==> src/rtl/shift_sched.sv <==
// Two-requester left-shift scheduler: round-robin arbitration into one shared
// shifter stage that moves up to 3 bit positions per cycle.
module shift_sched #(
    parameter int W = 8
) (
    input  logic                 CLK,
    input  logic                 RST,
    input  logic                 REQ0,
    input  logic [W-1:0]         A0,
    input  logic [$clog2(W)-1:0] N0,
    input  logic                 REQ1,
    input  logic [W-1:0]         A1,
    input  logic [$clog2(W)-1:0] N1,
    output logic                 ACK0,
    output logic                 ACK1,
    output logic                 BUSY,
    output logic [W-1:0]         Y,
    output logic                 DONE,
    output logic                 ID
);
    localparam int NW = $clog2(W);

    typedef enum logic [1:0] {
        S_IDLE  = 2'd0,
        S_SHIFT = 2'd1,
        S_DONE  = 2'd2
    } state_t;

    state_t        state_q, state_d;
    logic [W-1:0]  acc_q, acc_d;
    logic [NW-1:0] rem_q, rem_d;
    logic          owner_q, owner_d;
    logic          ptr_q, ptr_d;
    logic [W-1:0]  y_q, y_d;
    logic          id_q, id_d;
    logic          ack0_q, ack0_d;
    logic          ack1_q, ack1_d;
    logic [NW-1:0] step;
    logic          grant1;

    always_ff @(posedge CLK or posedge RST) begin
        if (RST) begin
            state_q <= S_IDLE;
            acc_q   <= '0;
            rem_q   <= '0;
            owner_q <= 1'b0;
            ptr_q   <= 1'b1;
            y_q     <= '0;
            id_q    <= 1'b0;
            ack0_q  <= 1'b0;
            ack1_q  <= 1'b0;
        end else begin
            state_q <= state_d;
            acc_q   <= acc_d;
            rem_q   <= rem_d;
            owner_q <= owner_d;
            ptr_q   <= ptr_d;
            y_q     <= y_d;
            id_q    <= id_d;
            ack0_q  <= ack0_d;
            ack1_q  <= ack1_d;
        end
    end

    always_comb begin
        state_d = state_q;
        acc_d   = acc_q;
        rem_d   = rem_q;
        owner_d = owner_q;
        ptr_d   = ptr_q;
        y_d     = y_q;
        id_d    = id_q;
        ack0_d  = 1'b0;
        ack1_d  = 1'b0;
        step    = (rem_q > NW'(3)) ? NW'(3) : rem_q;
        // ptr_q holds the last granted requester; the other one wins a tie
        grant1  = REQ1 && (!REQ0 || !ptr_q);
        unique case (state_q)
            S_IDLE: begin
                if (REQ0 || REQ1) begin
                    acc_d   = grant1 ? A1 : A0;
                    rem_d   = grant1 ? N1 : N0;
                    owner_d = grant1;
                    ptr_d   = grant1;
                    ack0_d  = !grant1;
                    ack1_d  = grant1;
                    state_d = S_SHIFT;
                end
            end
            S_SHIFT: begin
                acc_d = acc_q << step;
                rem_d = rem_q - step;
                if (rem_q == step) begin
                    y_d     = acc_q << step;
                    id_d    = owner_q;
                    state_d = S_DONE;
                end
            end
            S_DONE: begin
                state_d = S_IDLE;
            end
            default: begin
                state_d = S_IDLE;
            end
        endcase
    end

    assign ACK0 = ack0_q;
    assign ACK1 = ack1_q;
    assign BUSY = (state_q != S_IDLE);
    assign DONE = (state_q == S_DONE);
    assign Y    = y_q;
    assign ID   = id_q;
endmodule

==> config.mk <==
export PLATFORM = sky130hd
export DESIGN_NAME = shift_sched
export DESIGN_NICKNAME = d
export VERILOG_FILES = /design/src/rtl/shift_sched.sv
export SDC_FILE = /design/constraint.sdc
export NUM_CORES = 1
export LEC_CHECK = 0
export CAP_MARGIN = 20
export CORE_UTILIZATION = 50
export DETAILED_ROUTE_END_ITERATION = 6
export GPL_ROUTABILITY_DRIVEN = 0
export PLACE_DENSITY = 0.83
export SYNTH_ARGS = -nofsm -noshare
export SYNTH_HDL_FRONTEND = slang
export SYNTH_SLANG_ARGS = --single-unit
==> constraint.sdc <==
create_clock -name CLK -period 4.1 [get_ports CLK]
set_input_delay 0.615 -clock CLK [delete_from_list [all_inputs] [get_ports CLK]]
set_output_delay 0.615 -clock CLK [all_outputs]
set_load 0.05 [all_outputs]
Word level (Yosys, flattened, before mapping):

Cells that the tools add are included.

* register bits: 26
* input bits: 26
* output and inout bits: 13
* logic and storage cells: 44

* add/sub/neg operators: 1
* $lt $le $gt $ge: 1
* eq/ne operators: 5
* shift-type cells: 1
* mux-type cells: 14
* reductions and logical operators: 13

Operator list (count)
* $mux W8: 2
* $pmux W8 S2: 1
* $mux W3: 3
* $reduce_and A2 Y1: 4
* $shl A8 B3 Y8: 1
* $pmux W3 S2: 1
* $mux W1: 4
* $mux W2: 2
* $ne A2 B2 Y1 const B: 2
* $pmux W2 S2: 1
* $reduce_bool A2 Y1: 2
* $eq A3 B3 Y1: 1
* $gt A3 B2 Y1 const B: 1
* $logic_not A1 Y1: 3
* $sub A3 B3 Y3: 1
* $eq A2 B1 Y1 const B: 1
* $eq A2 B2 Y1 const B: 1
* $logic_not A2 Y1: 1
* $logic_or A1 B1 Y1: 2
* $logic_and A1 B1 Y1: 1

Logic depth before layout (Yosys ltp):

* depth after elaboration: 6
* mapped depth: 8
* gate-level depth less buffers: 8

Worst setup path after synthesis:

No wires, ideal clock.

* path type: register to register
* start point: register rem_q[0]
* end point: register y_q[1] (netlist: Y[1])
* library setup time: 0.096 ns
* arrival: 1.503 ns
* data required time: 4.004 ns
* setup slack: 2.501 ns
* cell stages (with the launch flop): 9
* path buffers: 2
* period minus slack after synthesis: 1.599 ns
* cell sequence: dfrtp_1 -> buf_2 -> nand2b_1 -> ha_1 -> nor2b_1 -> nand2_1 -> clkbuf_1 -> nand2_1 -> o31ai_1

* cells in the longest elaborated chain, start to end: 4
* elaborated cells between the ends (all ways): 5
* those cells by class: 1 x order compare; 1 x eq/ne; 1 x shift; 1 x mux; 1 x reduce/logical

Ends and longest elaborated chain
* start: declaration: line 31 `logic [NW-1:0] rem_q, rem_d;`
* start signal: assignment: line 55 `rem_q <= rem_d;`
* $gt A3 B2 Y1: line 75 `step = (rem_q > NW'(3)) ? NW'(3) : rem_q;`
* $mux W3: line 75
* $eq A3 B3 Y1: line 93 `if (rem_q == step) begin`
* $reduce_and A2 Y1 (no line)
* end signal: assignment: line 58 `y_q <= y_d;`
* end: declaration: line 34 `logic [W-1:0] y_q, y_d;`

Several ways; a longest one is shown, not always the timed one.
A chain may end at the register's enable or synchronous reset.

Worst setup path after layout:

* start point: register state_q[0]
* end point: output port BUSY

* cells in the longest elaborated chain, start to end: 1

Ends and longest elaborated chain
* start: declaration: line 29 `state_t state_q, state_d;`
* start signal: assignment: line 53 `state_q <= state_d;`
* $reduce_bool A2 Y1: line 110 `assign BUSY = (state_q != S_IDLE);`
* end: declaration: line 16 `output logic BUSY,`

No other way between the ends.

==> impl_metrics.toml <==
[outcome]
status = "finished, final reports clean"

[clock_network]
clkLatencyLatePin_ns = 0.32
cts_resized = 0
clk_pin_slew_ns = 0.13
tritoncts = "yes"
postCtsSetupBuffers = 0
htree_levels = 1
cts_hold_buf = 0
cts_buffers = 3
clockBufferDepth = 2
cts.sinks = 26
clockRootBuffer = "clkbuf_4"

[die]
die_area_sq_um = 3089
placementRows = 19
core_area_sq_um = 2734
die_y_um = 55.58
io_pins = 39
start_util = 0.5249
die_w_um = 55.58

[route]
ant_nets = 0
wl_per_cell_um = 14.71
num_vias = 1178
first_iter_violations = 44
drc = 0
first_pass_iters = 4
avgViaCountPerCell = 5.746
wirelength_mm = 3.016

[setup_path]
critical-path-top-delay-family = "buffers and inverters"
cp_data_arrival_time_ns = 1.73
end_kind = "primary output"
crit_slowest_cell = "clkdlybuf4s50_1"
cp_cell_sequence = "or2_1 > clkdlybuf4s50_1"
startpoint = "state_q[0]"
crit_type = "flip-flop to primary output"
r2r_start = "rem_q[0]"
critPathLaunchType = "flip-flop"
critPathMaxStageDelay_ns = 0.72
required_ns = 3.48
path_buf_inv = 1
crit_path_max_fanout = 5

[global_route]
grt_pass1_vias = 1194
grt_remaining_overflow = 0
grt_max_degree = 27
grt_pass1_wl_mm = 5.126
antenna_found_initial = 0
grt.total_usage = 0.2078

[layout]
area_growth_syn_to_layout_pct = 28.60
drive_gt1_frac = 0.1034
stdcell_area_sq_um = 1846
n_antenna_cell = 0
layout.nets = 202
finalNonFillerCells = 205
final_util = 0.6751

[synthesis]
synth_largest_area_cell = "dfrtp_1"
synth_ff_type = "dfrtp_1"
synth_top_area_frac = 0.4359
synth-xor-area-share = 0
syn_area_sq_um = 1435
syn_area_per_cell_sq_um = 10.32
ys_ff_latch = 26
synth_cell_types = 35
yosys-top-cells-area = "dfrtp_1 44%, mux2i_1 12%, nand2_1 5.5%"
synthMuxAreaShare = 0.1735
yosys.area_share.simple = 0.1622
netlist_instances = 139
ys_seq_area_frac = 0.4542
synth_compound_area_frac = 0.1447
syn-num-nets = 166
postSynth.asyncResetShare = 1.000
synthAdderAreaFrac = 0.008718
synth_top_family_by_area = "multiplexers"
ys.warnings.count = 0
synth-edff-count = 0

[sta]
drv_slew = 0
fmax_mhz = 425.7
setup_slack_ns = 1.751
relSlewSlack = 0.5721
setup_viol = 0
worst_pin_slew_ns = 0.6418
rsz0062_at_grt = "false"
period_share = 0.5730
hold_viol = 0
setup_tns_ns = 0
fin_skew_ns = 0.01896
period_needed_ns = 2.349

[pwr]
pwr_density_cell_nw_per_um2 = 789.7
vdd_drop_max_uv = 510.2
power_leakage_uw = 0.0007971

[hold_path]
min_path_type = "input port to asynchronous set/reset pin"

[run]
maxCapViolCount = 0

[placed_design]
post_dp_cell_area_sq_um = 1792
pre_cts_slack_ns = 1.908
io_buffers = 38
placed_cells = 200
hpwlAfterDp_mm = 2.277
## logic make-up after synthesis
family / count (synthesis)
adder cells (fa/ha/maj): 1
AND/OR/NAND/NOR: 47
buffers and inverters: 12
flip-flops: 26
multiplexers: 23
AO/OA/AOI/OAI: 30
## synthesized netlist by cell type, types with 3 or more instances
master and n:
nand3_1 7, o21ai_0 8, o211ai_1 8, or2_1 3, mux2i_1 17, mux2_2 5, nand2_1 21, inv_1 3
nand2b_1 3, o221ai_1 4, nor2_1 4, dfrtp_1 25
## worst paths after layout
kind / slack, ns / cells past startpoint / to
max: 1.75 / 2 / BUSY
min: 0.47 / 2 / ACK1
max reg2reg: 2.12 / 7 / Y[7]
min reg2reg: 0.49 / 2 / ID
max in group asynchronous: 3.21 / 3 / ptr_q
min in group CLK: 0.49 / 2 / ID
## flip-flops by register name (all words and copies together), names as in the netlist
| signal | cells |
|---|---|
| ID | 1 |
| ACK0 | 1 |
| owner_q | 1 |
| ACK1 | 1 |
| Y | 8 |
| acc_q | 8 |
| state_q | 2 |
| rem_q | 3 |
| ptr_q | 1 |
## cell usage in the layout, fill, tap and decap left out, types with 2 or more instances in the layout
master | Yosys | layout
a21oi_1 | 2 | 2
dfrtp_1 | 25 | 25
and2b_2 | 2 | 2
nand2_1 | 21 | 21
clkdlybuf4s50_1 | 0 | 38
mux2i_1 | 17 | 17
nor2_1 | 4 | 4
o21ai_0 | 8 | 8
nor2b_1 | 2 | 2
inv_1 | 3 | 3
o221ai_1 | 4 | 4
clkbuf_4 | 0 | 3
or2_1 | 3 | 3
nand2b_1 | 3 | 3
mux2_2 | 5 | 5
o211ai_1 | 8 | 8
a21o_2 | 2 | 2
nand3_1 | 7 | 7
## per-stage QoR
step                hold WS, ns  power (uW)
CTS                      0.5001        1451
detailed placement       0.4699        1341
finish                   0.4696        1457
global route             0.4773        1552
global placement         0.4582        1302
floorplan                0.4392        1150
## power by group
group | switching, uW | internal [uW] | total [uW]
Clock | 74.8 | 38.0 | 113
Combinational | 512 | 346 | 857
Sequential | 111 | 376 | 487
Total | 698 | 759 | 1460
## worst reg2reg max path, delay by kind of cell, from the launching register on
kind	cells	cell delay, ns
simple gates	4	0.79
flops	1	0.54
buf+inv	1	0.22
fa+ha+maj	1	0.20
compound gates	1	0.15
## layer usage
layer | wire (um) | GRT usage
met1 | 1289 | 0.2615
met2 | 1549 | 0.3546
met3 | 126 | 0.02326
met4 | 51 | 0.1036
met5 | 0 | 0
## layout make-up
| cell class | count | area, sq um |
|---|---|---|
| Clock buffer | 4 | 26.28 |
| Fill cell | 226 | 888.4 |
| Inverter | 3 | 11.26 |
| Multi-Input combinational cell | 101 | 701.9 |
| Sequential cell | 26 | 651.9 |
| Tap cell | 31 | 38.79 |
| Timing Repair Buffer | 40 | 415.4 |
Power figures use the tool's default switching activity.
